$ cat src/rtl/store_buffer.sv
// Write-back store buffer: queues core word stores, drains them in order to data
// memory under a ready handshake, and forwards the youngest buffered word to loads.
module store_buffer #(
   parameter int DEPTH = 4,
   parameter int AW    = 32
) (
   input  logic                    clk,
   input  logic                    reset,
   input  logic                    cpu_we,
   input  logic                    cpu_re,
   input  logic [AW-1:0]           cpu_addr,
   input  logic [31:0]             cpu_wdata,
   output logic [31:0]             cpu_rdata,
   output logic                    stall_sb,
   output logic                    mem_we,
   output logic [AW-1:0]           mem_waddr,
   output logic [31:0]             mem_wdata,
   input  logic                    mem_ready,
   output logic [AW-1:0]           mem_raddr,
   input  logic [31:0]             mem_rdata,
   output logic [$clog2(DEPTH):0]  count
);
   localparam int PW = $clog2(DEPTH);
   localparam int CW = PW + 1;
   localparam logic [CW-1:0] FULL = CW'(DEPTH);

   logic [AW-3:0]    addr_q [DEPTH];
   logic [31:0]      data_q [DEPTH];
   logic [DEPTH-1:0] valid_q;
   logic [DEPTH-1:0] valid_next;
   logic [PW-1:0]    head_q;
   logic [PW-1:0]    tail_q;
   logic [CW-1:0]    count_q;
   logic             push;
   logic             pop;
   logic             fwd_hit;
   logic [31:0]      fwd_data;
   logic [PW-1:0]    idx;
   logic             unused_addr_lsb;

   assign count           = count_q;
   assign mem_we          = (count_q != '0);
   assign stall_sb        = cpu_we && (count_q == FULL);
   assign push            = cpu_we && (count_q != FULL);
   assign pop             = mem_we && mem_ready;
   assign mem_waddr       = {addr_q[head_q], 2'b00};
   assign mem_wdata       = data_q[head_q];
   assign mem_raddr       = {cpu_addr[AW-1:2], 2'b00};
   assign unused_addr_lsb = ^cpu_addr[1:0];

   // A slot is never popped and pushed in the same cycle: that would need count 0 or full.
   always_comb begin
      valid_next = valid_q;
      if (pop) valid_next[head_q] = 1'b0;
      if (push) valid_next[tail_q] = 1'b1;
   end

   always_ff @(posedge clk or posedge reset) begin
      if (reset) begin
         head_q  <= '0;
         tail_q  <= '0;
         count_q <= '0;
         valid_q <= '0;
      end else begin
         valid_q <= valid_next;
         if (pop) head_q <= head_q + PW'(1);
         if (push) tail_q <= tail_q + PW'(1);
         case ({push, pop})
            2'b10:   count_q <= count_q + CW'(1);
            2'b01:   count_q <= count_q - CW'(1);
            default: count_q <= count_q;
         endcase
      end
   end

   always_ff @(posedge clk) begin
      if (push) begin
         addr_q[tail_q] <= cpu_addr[AW-1:2];
         data_q[tail_q] <= cpu_wdata;
      end
   end

   // Walk oldest to youngest so the last match seen is the newest value of the word.
   always_comb begin
      fwd_hit  = 1'b0;
      fwd_data = mem_rdata;
      idx      = head_q;
      for (int k = 0; k < DEPTH; k++) begin
         idx = head_q + PW'(k);
         if (valid_q[idx] && (addr_q[idx] == cpu_addr[AW-1:2])) begin
            fwd_hit  = 1'b1;
            fwd_data = data_q[idx];
         end
      end
      cpu_rdata = (cpu_re && fwd_hit) ? fwd_data : mem_rdata;
   end

   a_no_overflow : assert property (@(posedge clk) disable iff (reset) count_q <= FULL);
   a_no_underflow : assert property (@(posedge clk) disable iff (reset) !(pop && (count_q == '0)));

endmodule

$ cat config.mk
export PLATFORM = sky130hd
export DESIGN_NAME = store_buffer
export DESIGN_NICKNAME = d
export VERILOG_FILES = /design/src/rtl/store_buffer.sv
export SDC_FILE = /design/constraint.sdc
export NUM_CORES = 1
export LEC_CHECK = 0
export CORE_MARGIN = 8
export CORE_UTILIZATION = 48
export DETAILED_ROUTE_END_ITERATION = 12
export GPL_ROUTABILITY_DRIVEN = 0
export HOLD_SLACK_MARGIN = 0.12
export PLACE_DENSITY = 0.71
export SYNTH_ARGS = -nofsm -noshare
export SYNTH_HDL_FRONTEND = slang
export SYNTH_SLANG_ARGS = --single-unit
$ cat constraint.sdc
create_clock -name clk -period 6.05 [get_ports clk]
set_clock_uncertainty 0.1 [all_clocks]
set_input_delay 0.605 -clock clk [delete_from_list [all_inputs] [get_ports clk]]
set_output_delay 0.605 -clock clk [all_outputs]
set_load 0.03 [all_outputs]
* Word-level counts from Yosys, hierarchy flattened *
Memory sizes are Yosys's and may differ from the RTL's.
Cells that the tools add are included.

operators by class
  $add $sub $neg = 6
  $lt $le $gt $ge = 7
  equal/unequal tests = 8
  multiplexer cells = 26
  bitwise logic cells = 3
  reduce and logical (&&, ||, !) cells = 12

operators with widths
  operator               count
  $mux W32               5
  $eq A30 B30 Y1         4
  $lt A2 B3 Y1 const B   5
  $mux W1                12
  $logic_and A1 B1 Y1    10
  $bmux W1 S2            4
  $mux W4                2
  $pmux W3 S2            1
  $add A2 B1 Y2 const B  2
  $add A2 B2 Y2 const B  2
  $and A4 B4 Y4          1
  $demux W1 S2           2
  $ge A2 B1 Y1 const B   2
  $not A4 Y4             1
  $or A4 B4 Y4           1
  $add A3 B1 Y3 const B  1
  $eq A3 B3 Y1 const B   1
  $ne A3 B3 Y1 const B   1
  $reduce_bool A3 Y1     1
  $sub A3 B1 Y3 const B  1
  $eq A2 B1 Y1 const B   1
  $eq A2 B2 Y1 const B   1
  $reduce_bool A2 Y1     1

word-level totals
  flip-flop bits (word level) = 11
  bits in writable memories = 248
  input port bits = 101
  memories kept = 2

memories
  name    words  bits a word  rd ports  clocked after Yosys merged registers in  wr ports  RTL line  RTL
  data_q  4      32           4         0                                        1         28        logic [31:0] data_q [DEPTH];
  addr_q  4      30           4         0                                        1         27        logic [AW-3:0] addr_q [DEPTH];

* Depth between registers and ports, before layout *
Gate-level depths: netlist of run 1.

  depth in word-level cells = 9
  mapped depth = 22
  mapped depth without buffers = 11

* Least setup slack after synthesis of run 1 *
OpenSTA, ideal clock, no wires.

  path type = register to output
  start point = reg head_q[0]
  end point = out cpu_rdata[10]
  arrival time = 4.786 ns
  path slack = 0.559 ns
  cell stages (with the launch flop) = 21
  path buffers = 10
  cells stage by stage = dfrtp_1 buf_6 buf_8 inv_2 buf_2 buf_2 buf_2 ha_1 buf_4 buf_2 buf_2 buf_2 mux4_2 xor2_1 nor4_1 nand3_1 or4_1 a41oi_2 buf_4 nor2_1 a21oi_1

RTL lines
  what                                           RTL line  RTL
  start, declared                                31        logic [PW-1:0] head_q;
  start signal, assigned                         66        if (pop) head_q <= head_q + PW'(1);
  $add A2 B2 Y2 (*)                              89        idx = head_q + PW'(k);
  net idx[0]                                     38        logic [PW-1:0] idx;
  $mem_v2 Z4 W30 or $bmux W1 S2 (tied branches)  --
  $eq A30 B30 Y1 or $mux W1 (tied branches)      90        if (valid_q[idx] && (addr_q[idx] == cpu_addr[AW-1:2])) begin
  $logic_and A1 B1 Y1                            90
  $mux W1                                        90
  $logic_and A1 B1 Y1                            95        cpu_rdata = (cpu_re && fwd_hit) ? fwd_data : mem_rdata;
  $mux W32 (*)                                   95
  end, declared                                  13        output logic [31:0] cpu_rdata,

Mark *: on every way through the listed nets, which the timed path passes. The rest lies on a longest branch. The select of a mux whose other input is x is not followed.

* Worst setup path in the final report of run 1 *
  start point = reg head_q[0]
  end point = out cpu_rdata[20]

on the way
  longest elaborated chain between the ends = 9

RTL lines
  what                                            RTL line
  $add A2 B1 Y2, or another cell as far along     89
  $mem_v2 Z4 W30, or another cell as far along    --
  $eq A30 B30 Y1, or another cell as far along    90
  $logic_and A1 B1 Y1 or $mux W1 (tied branches)  90
  $mux W1 (3 in series)                           90
  $logic_and A1 B1 Y1                             95
  $mux W32 (*)                                    95

Mark *: on every way between the ends. The rest lies on a longest branch, timed or not. The select of a mux whose other input is x is not followed.

==> results.tsv, run 1 <==
metric	value	unit
status	completed	
crit_chain	inv_2, ha_4, buf_6, mux2i_1, nand2_1, and3_1, a311o_1, or4_1, or4_1, a41oi_2, buf_12, nor2_1, a21oi_1, buf_4	
worstSetupPathType	reg2out	
powerDensity	521	mW/mm²
die_width	214	µm
min_period	5.97	ns
tns	0	ns
drt_first_iter_violations	1430	
post_route_cells_drive_above_1_share	0.260	
grt_max_degree	65	
grt.total_usage	0.233	
rsz0062_at_grt	no	
seq_area	0.00773	mm²
cts_num_sinks	259	
die_area	0.0457	mm²
final_cell_mix	edfxtp_1 (248), mux4_2 (206), clkdlybuf4s50_1 (195)	
synth_edf_count	248	
clkPwrFrac	0.150	
intPower	6.75	mW
fin_total_pwr	11.5	mW
power.share.sequential	0.235	
drv_slew	0	
vias	13300	
drc	0	
p_comb_frac	0.616	
clockRootBuffer	clkbuf_16	
io_buffers	227	
area_growth	17.8	%
io_pins	234	
antenna_left	0	
cp-end-kind	output port	
ys.flop_type	edfxtp_1	
netlist_area	0.0188	mm²
synth-seq-cells	259	
n_fill_cell	3041	
syn_inst	1337	
rows	72	
tritoncts	yes	
wl	54.6	mm
multi_input_area	0.0101	mm²
ir_drop	0.000469	V
crit_fanout	32	
insertion_delay	0.55	ns
synth.avg_cell_area	14.0	µm²
max_stage_delay	0.62	ns
worstPathRequired	5.34	ns
grt_pass1_vias	13300	
cpMaxStageDelayCell	or4_1	
cp.arrival	5.27	ns
path_delay_family	simple AND/OR/NAND/NOR gates	
dp_hpwl	36.8	mm
routedWlPerCell	26.9	µm
first_pass_iters	5	
switching_power	4.77	mW
cts_buffers	29	
start_util	0.486	
max_freq	0.167	GHz
cts_buffer_depth	3	
hold_class	in2async	
core_area	0.0386	mm²
nets	1600	
hold_viol_final	0	
die_height	214	µm
yosysSeqAreaShare	0.411	
sw_frac_of_total	0.414	
h-tree-depth	1	
holdWs	0.257	ns
clkTransAtPathRegs	0.06	ns
crit_buf_inv	4	
async_flop_share	0.0425	
cpMostUsedCell	or4_1	
maxCapViolations	0	
routed_via_density	6.56	
layout_worst_path_cycle_share	0.987	
finalSetupViolations	0	
grt_pass1_wl	81.8	mm
final_common_cell	edfxtp_1	
tightestPinTransition	0.989	ns
place_area	0.0212	mm²
grt_overflow	0	
yosysUniqueCellTypes	67	
ys.warnings.count	0	
stdcell_area	0.0221	mm²
slew_headroom	0.340	
antenna_found_initial	3	
leakagePower	7.68	nW
setup.worst_path.start_class	register	
-- path summary, 6_finish.rpt --
path,endpoint,slack (ns),cells after the start,start
min reg2reg,count[2]$_DFFE_PP0P_,0.43,1,count[2]$_DFFE_PP0P_
min,count[0]$_DFFE_PP0P_,0.26,2,reset
max,cpu_rdata[20],0.08,14,head_q[0]$_DFFE_PP0P_
max in group asynchronous,head_q[1]$_DFFE_PP0P_,5.25,2,reset
max reg2reg,addr_q[0][11]$_DFFE_PP_,3.24,4,count[0]$_DFFE_PP0P_
min in group clk,count[2]$_DFFE_PP0P_,0.43,1,count[2]$_DFFE_PP0P_
-- final cells by class --
cell class,instances,share of cell area
antenna,2,0.000226
sequential,259,0.349
clock buffer,31,0.0331
clock inverter,21,0.00820
multi-input combinational,892,0.454
tap,518,0.0293
inverter,24,0.00407
timing repair buffer,283,0.121
-- repair_timing --
item                                    4_1_cts  5_1_grt
setup buffers                                 0        1
resized for setup                             2        1
hold buffers                                  0        0
endpoints found under the setup margin        7       15
-- Yosys cell counts, drive strengths merged (5+ instances only) --
master	count	area share
nor4	7	0.0035
a22oi	5	0.0020
mux2	7	0.0042
nand4	14	0.0050
mux2i	127	0.068
o2111ai	5	0.0023
nand2	35	0.0070
inv	24	0.0048
xor2	21	0.0098
nand2b	32	0.011
o32ai	34	0.016
buf	110	0.041
a221oi	5	0.0023
xnor2	78	0.036
dfrtp	11	0.015
and2	40	0.013
nand3	6	0.0019
o211ai	9	0.0036
o21ai	13	0.0035
a2111oi	5	0.0037
edfxtp	248	0.40
nor2b	5	0.0017
a21o	5	0.0020
ha	9	0.0060
or3	6	0.0020
o22ai	16	0.0053
mux4	206	0.25
o41ai	32	0.027
nor3	7	0.0019
a21oi	76	0.020
clkbuf	55	0.011
nor2	44	0.0088
-- kinds of logic (layout without fill, tap and decap cells) --
family                   Yosys count  after routing  synth area share
AO/OA/AOI/OAI                    233            233             0.100
multiplexers                     340            340             0.319
flip-flops                       259            259             0.411
adder cells (fa/ha/maj)           10             10           0.00706
buffers and inverters            189            359            0.0564
XOR/XNOR                          99             99            0.0462
AND/OR/NAND/NOR                  206            206            0.0598
other                              1              6          0.000200
-- flip-flops by register name, indices dropped and copies added (netlist names) --
register  cells
data_q      128
tail_q        2
count         3
valid_q       4
head_q        2
addr_q      120
-- power groups by stage --
stage               sequential (mW)  clock (mW)  combinational [mW]
detailed placement             2.74           0                7.03
global placement               2.71           0                6.99
floorplan                      2.65           0                5.26
global route                   2.75        1.82                7.49
finish                         2.70        1.73                7.09
CTS                            2.70        1.75                7.06
-- per-layer routing --
layer,wire length [µm],track usage
met1,21200,0.304
met4,2110,0.0882
met5,36,0
met2,26500,0.386
met3,4730,0.0414
-- per-stage QoR --
step                 util  instances  worst slack (ns)
floorplan               -       1340             0.559
global placement    0.548       1975             0.506
detailed placement  0.548       1975             0.522
CTS                 0.572       2027            0.0497
global route        0.572       2028            0.0313
finish              0.573       2030            0.0763
(Power assumes the default switching activity.)
==> inputs of run 2 (changes only) <==
- SKIP_CTS_REPAIR_TIMING: unset -> 1
- SKIP_LAST_GASP: unset -> 1
==> run 2 against run 1 <==
Effect of this change: global-route usage is essentially flat; combinational power is essentially flat; count of clock-buffer cells in the layout is the same; fmax shrank 0.40%; total power is essentially flat; critical path depth is the same; routed wire length is essentially flat; largest cell class unchanged.
==> results.tsv, run 2 (synthesis results as in run 1) <==
metric	value	unit	change
clockRootBuffer	clkbuf_16		
start_util	0.486		unchanged
ir_drop	0.000472	V	+0.45%
regMostFlops	data_q		
hold_class	in2async		
cts_num_sinks	259		unchanged
path_delay_family	simple AND/OR/NAND/NOR gates		
crit_chain	inv_2, ha_4, buf_6, mux2i_1, nand2_1, and3_1, a311o_1, or4_1, or4_1, a41oi_2, buf_12, nor2_1, a21oi_1, buf_4		
tritoncts	yes		
cpMaxStageDelayCell	or4_1		
n_fill_cell	3042		+0.033%
die_area	0.0457	mm²	unchanged
highest_layer	met5		
wl_met3	5.08	mm	+7.3%
setup.worst_path.start_class	register		
die_width	214	µm	unchanged
insertion_delay	0.55	ns	about the same
tns	0	ns	unchanged
final_common_cell	edfxtp_1		
grt_pass1_wl	81.8	mm	-0.12%
vias	13300		-0.30%
dp_hpwl	36.8	mm	unchanged
cts_buffers	29		unchanged
drt_first_iter_violations	1376		-3.8%
core_area	0.0386	mm²	unchanged
reg_top3	data_q (128), addr_q (120), valid_q (4)		
routedWlPerCell	26.9	µm	about the same
nets	1600		unchanged
utilization	0.572		about the same
rsz0062_at_grt	no		
cts_buffer_depth	3		unchanged
crit_fanout	32		unchanged
finalSetupViolations	0		unchanged
drc	0		unchanged
min_period	6.00	ns	+0.0240 ns
maxCapViolations	0		unchanged
hold_viol_final	0		unchanged
stdcell_area	0.0221	mm²	about the same
io_buffers	227		unchanged
powerDensity	521	mW/mm²	about the same
grt.total_usage	0.233		about the same
grt_overflow	0		unchanged
place_area	0.0212	mm²	unchanged
worstSetupPathType	reg2out		
max_stage_delay	0.61	ns	about the same
grt_pass1_vias	13300		-0.075%
cp-end-kind	output port		
tightestPinTransition	0.981	ns	-0.00802 ns
clkTransAtPathRegs	0.06	ns	about the same
post_route_cells_drive_above_1_share	0.260		unchanged
wl_met2	26.4	mm	-0.20%
h-tree-depth	1		unchanged
cp.arrival	5.29	ns	+0.02 ns
rows	72		unchanged
antenna_left	0		unchanged
io_pins	234		unchanged
grt_max_degree	65		unchanged
layout_worst_path_cycle_share	0.991		+0.00397
status	completed		
max_freq	0.167	GHz	-0.40%
routed_via_density	6.54		-0.25%
die_height	214	µm	unchanged
wl	54.5	mm	about the same
final_cell_mix	edfxtp_1 (248), mux4_2 (206), clkdlybuf4s50_1 (195)		
cpMostUsedCell	or4_1		
crit_buf_inv	4		unchanged
slew_headroom	0.346		+0.00534
fin_total_pwr	11.5	mW	about the same
antenna_found_initial	3		unchanged
worstPathRequired	5.34	ns	about the same
drv_slew	0		unchanged
first_pass_iters	7		+2
leakagePower	7.68	nW	about the same
met1Wirelength	20.9	mm	-1.1%
holdWs	0.253	ns	-0.00339 ns
area_growth	17.8	%	about the same
largest_register_ffs	128		unchanged
run 2: per-stage QoR:
step,setup slack [ns],cells
floorplan,0.559,1340
global route,0.0288,2028
global placement,0.506,1975
finish,0.0523,2029
detailed placement,0.522,1975
CTS,-0.0851,2027
run 2: worst paths after layout:
kind                                        from                       to  slack (ns)  depth (start not counted)
setup / recovery           head_q[0]$_DFFE_PP0P_            cpu_rdata[20]        0.05                         14
hold / removal                             reset     count[0]$_DFFE_PP0P_        0.25                          2
setup reg to reg            count[0]$_DFFE_PP0P_  addr_q[0][11]$_DFFE_PP_        3.24                          4
hold reg to reg             count[2]$_DFFE_PP0P_     count[2]$_DFFE_PP0P_        0.43                          1
max in group asynchronous                  reset    head_q[1]$_DFFE_PP0P_        5.26                          2
min in group clk            count[2]$_DFFE_PP0P_     count[2]$_DFFE_PP0P_        0.43                          1
run 2: layout make-up:
type,instances,area (µm²),area share
Timing Repair Buffer,283,2690,0.121
Multi-Input combinational cell,892,10100,0.454
Clock buffer,31,733,0.0331
Clock inverter,21,181,0.00820
Antenna cell,1,2.50,0.000113
Tap cell,518,648,0.0293
Inverter,24,90.1,0.00407
Sequential cell,259,7730,0.349
run 2: routing by layer:
layer	up-vias	track usage
met3	119	0.0406
met2	716	0.387
met1	6716	0.303
met4	6	0.0863
met5	-	0
li1	5720	-
run 2: power by group:
group	total [mW]	switching [mW]	leakage (nW)	internal, mW
combinational	7.09	3.74	4.82	3.35
sequential	2.70	0.305	2.40	2.40
clock	1.72	0.725	0.456	0.999
run 2: worst reg2reg max path, cell delays in order, from the launching register on:
cell,delay (ns)
dfrtp_1,0.42
nor2_1,0.08
a21boi_1,0.52
and2_4,0.69
buf_4,0.61
==> inputs of run 3 (changes only) <==
- MAX_ROUTING_LAYER: unset -> met4
==> run 3 against run 2 <==
Effect of this change: setup slack better by 0.024 ns; final area hardly changed; sequential share of layout area hardly changed; sequential cell count stayed put; non-clock buffer count stayed put; hold slack better by 0.00099 ns; first-iteration DRC count is 3.3% higher; cell count is 0.25% higher; via count is 0.36% higher; clock power hardly changed; highest routed layer is now met4; total power hardly changed; critical path type unchanged.
==> results.tsv, run 3 (synthesis results as in run 1) <==
metric	value	unit	change
status	completed		
post_route_cells_drive_above_1_share	0.260		unchanged
io_pins	234		unchanged
hold_class	in2async		
fin_total_pwr	11.5	mW	about the same
cts_num_sinks	259		unchanged
routedWlPerCell	26.8	µm	-0.18%
min_period	5.97	ns	-0.0235 ns
tightestPinTransition	0.990	ns	+0.00845 ns
worstPathRequired	5.34	ns	about the same
crit_fanout	32		unchanged
cts_buffer_depth	3		unchanged
grt_max_degree	65		unchanged
n_fill_cell	3041		-0.033%
finalSetupViolations	0		unchanged
area_growth	17.9	%	about the same
layoutNonFillerInstCount	2034		+0.25%
drt_first_iter_violations	1421		+3.3%
die_area	0.0457	mm²	unchanged
final_common_cell	edfxtp_1		
die_height	214	µm	unchanged
vias	13300		+0.36%
utilization	0.573		about the same
placedCellCount	1975		unchanged
io_buffers	227		unchanged
cts_buffers	29		unchanged
first_pass_iters	5		-2
final_cell_mix	edfxtp_1 (248), mux4_2 (206), clkdlybuf4s50_1 (195)		
worstSetupPathType	reg2out		
rsz0062_at_grt	no		
antenna_found_initial	3		unchanged
rows	72		unchanged
hold_viol_final	0		unchanged
start_util	0.486		unchanged
grt_pass1_wl	81.6	mm	-0.14%
insertion_delay	0.55	ns	about the same
die_width	214	µm	unchanged
slew_headroom	0.340		-0.00563
nets	1600		unchanged
tns	0	ns	unchanged
ir_drop	0.000474	V	+0.62%
core_area	0.0386	mm²	unchanged
clockRootBuffer	clkbuf_16		
setup.worst_path.start_class	register		
grt_pass1_vias	13300		+0.17%
drv_slew	0		unchanged
timing.final.ws_setup	0.0758	ns	+0.0235 ns
wl	54.6	mm	about the same
cp-end-kind	output port		
leakagePower	7.68	nW	about the same
antenna_left	0		unchanged
h-tree-depth	1		unchanged
largest_register_ffs	128		unchanged
reg_top3	data_q (128), addr_q (120), valid_q (4)		
drc	0		unchanged
max_freq	0.167	GHz	+0.39%
routed_via_density	6.55		+0.11%
powerDensity	520	mW/mm²	about the same
dpl_worst_slack	0.522	ns	unchanged
maxCapViolations	0		unchanged
layout_worst_path_cycle_share	0.987		-0.00388
tritoncts	yes		
cp.arrival	5.27	ns	-0.02 ns
clkTransAtPathRegs	0.06	ns	about the same
regMostFlops	data_q		
grt_overflow	0		unchanged
ff2ff_setup_slack	3.25	ns	about the same
grt.total_usage	0.239		+0.00659
dp_hpwl	36.8	mm	unchanged
run 3: cell count changes in the layout (fill, tap and decap cells not counted):
cell	previous run	this run
diode_2	1	6
run 3: worst paths after layout:
kind                                             from                      end  depth (start not counted)
min in group clk                 count[2]$_DFFE_PP0P_     count[2]$_DFFE_PP0P_                          1
worst min register to register   count[2]$_DFFE_PP0P_     count[2]$_DFFE_PP0P_                          1
worst min-delay path                            reset     count[0]$_DFFE_PP0P_                          2
worst max register to register   count[0]$_DFFE_PP0P_  addr_q[0][11]$_DFFE_PP_                          4
max in group asynchronous                       reset    head_q[0]$_DFFE_PP0P_                          2
worst max-delay path            head_q[0]$_DFFE_PP0P_            cpu_rdata[20]                         14
run 3: through the flow:
step | instance area [µm²] | hold WS [ns]
2_1_floorplan | 18800 | 0.357
3_3_place_gp | 21200 | 0.418
3_5_place_dp | 21200 | 0.420
4_1_cts | 22100 | 0.248
5_1_grt | 22100 | 0.288
6_report | 22100 | 0.254
run 3: cell type report:
| type | instances | area (µm²) | area share |
|---|---|---|---|
| clock buffers | 31 | 733 | 0.0331 |
| well taps | 518 | 648 | 0.0293 |
| multi-input cells | 892 | 10100 | 0.454 |
| flip-flops and latches | 259 | 7730 | 0.349 |
| repair buffers | 283 | 2690 | 0.121 |
| clock inverters | 21 | 181 | 0.00820 |
| diodes | 6 | 15.0 | 0.000678 |
| inverters | 24 | 90.1 | 0.00407 |
run 3: layer usage:
metal | global-route usage | vias to the layer above | wire (µm)
met2 | 0.386 | 731 | 26400
met3 | 0.0392 | 121 | 5040
met5 | - | - | 0
met4 | 0.0879 | 0 | 2100
li1 | - | 5728 | -
met1 | 0.303 | 6745 | 21000
run 3: worst max-delay path, stage by stage, from the launching register on:
cell and delay, ns:
dfrtp_4 0.60, inv_2 0.09, ha_4 0.46, buf_6 0.35, mux2i_1 0.39, nand2_1 0.10, and3_1 0.20, a311o_1 0.27
or4_1 0.61, or4_1 0.62, a41oi_2 0.22, buf_12 0.23, nor2_1 0.06, a21oi_1 0.27, buf_4 0.23
run 3: power breakdown:
part	total, mW	switching, mW	internal, mW
Clock	1.72	0.725	0.999
Combinational	7.10	3.74	3.35
Sequential	2.70	0.305	2.40
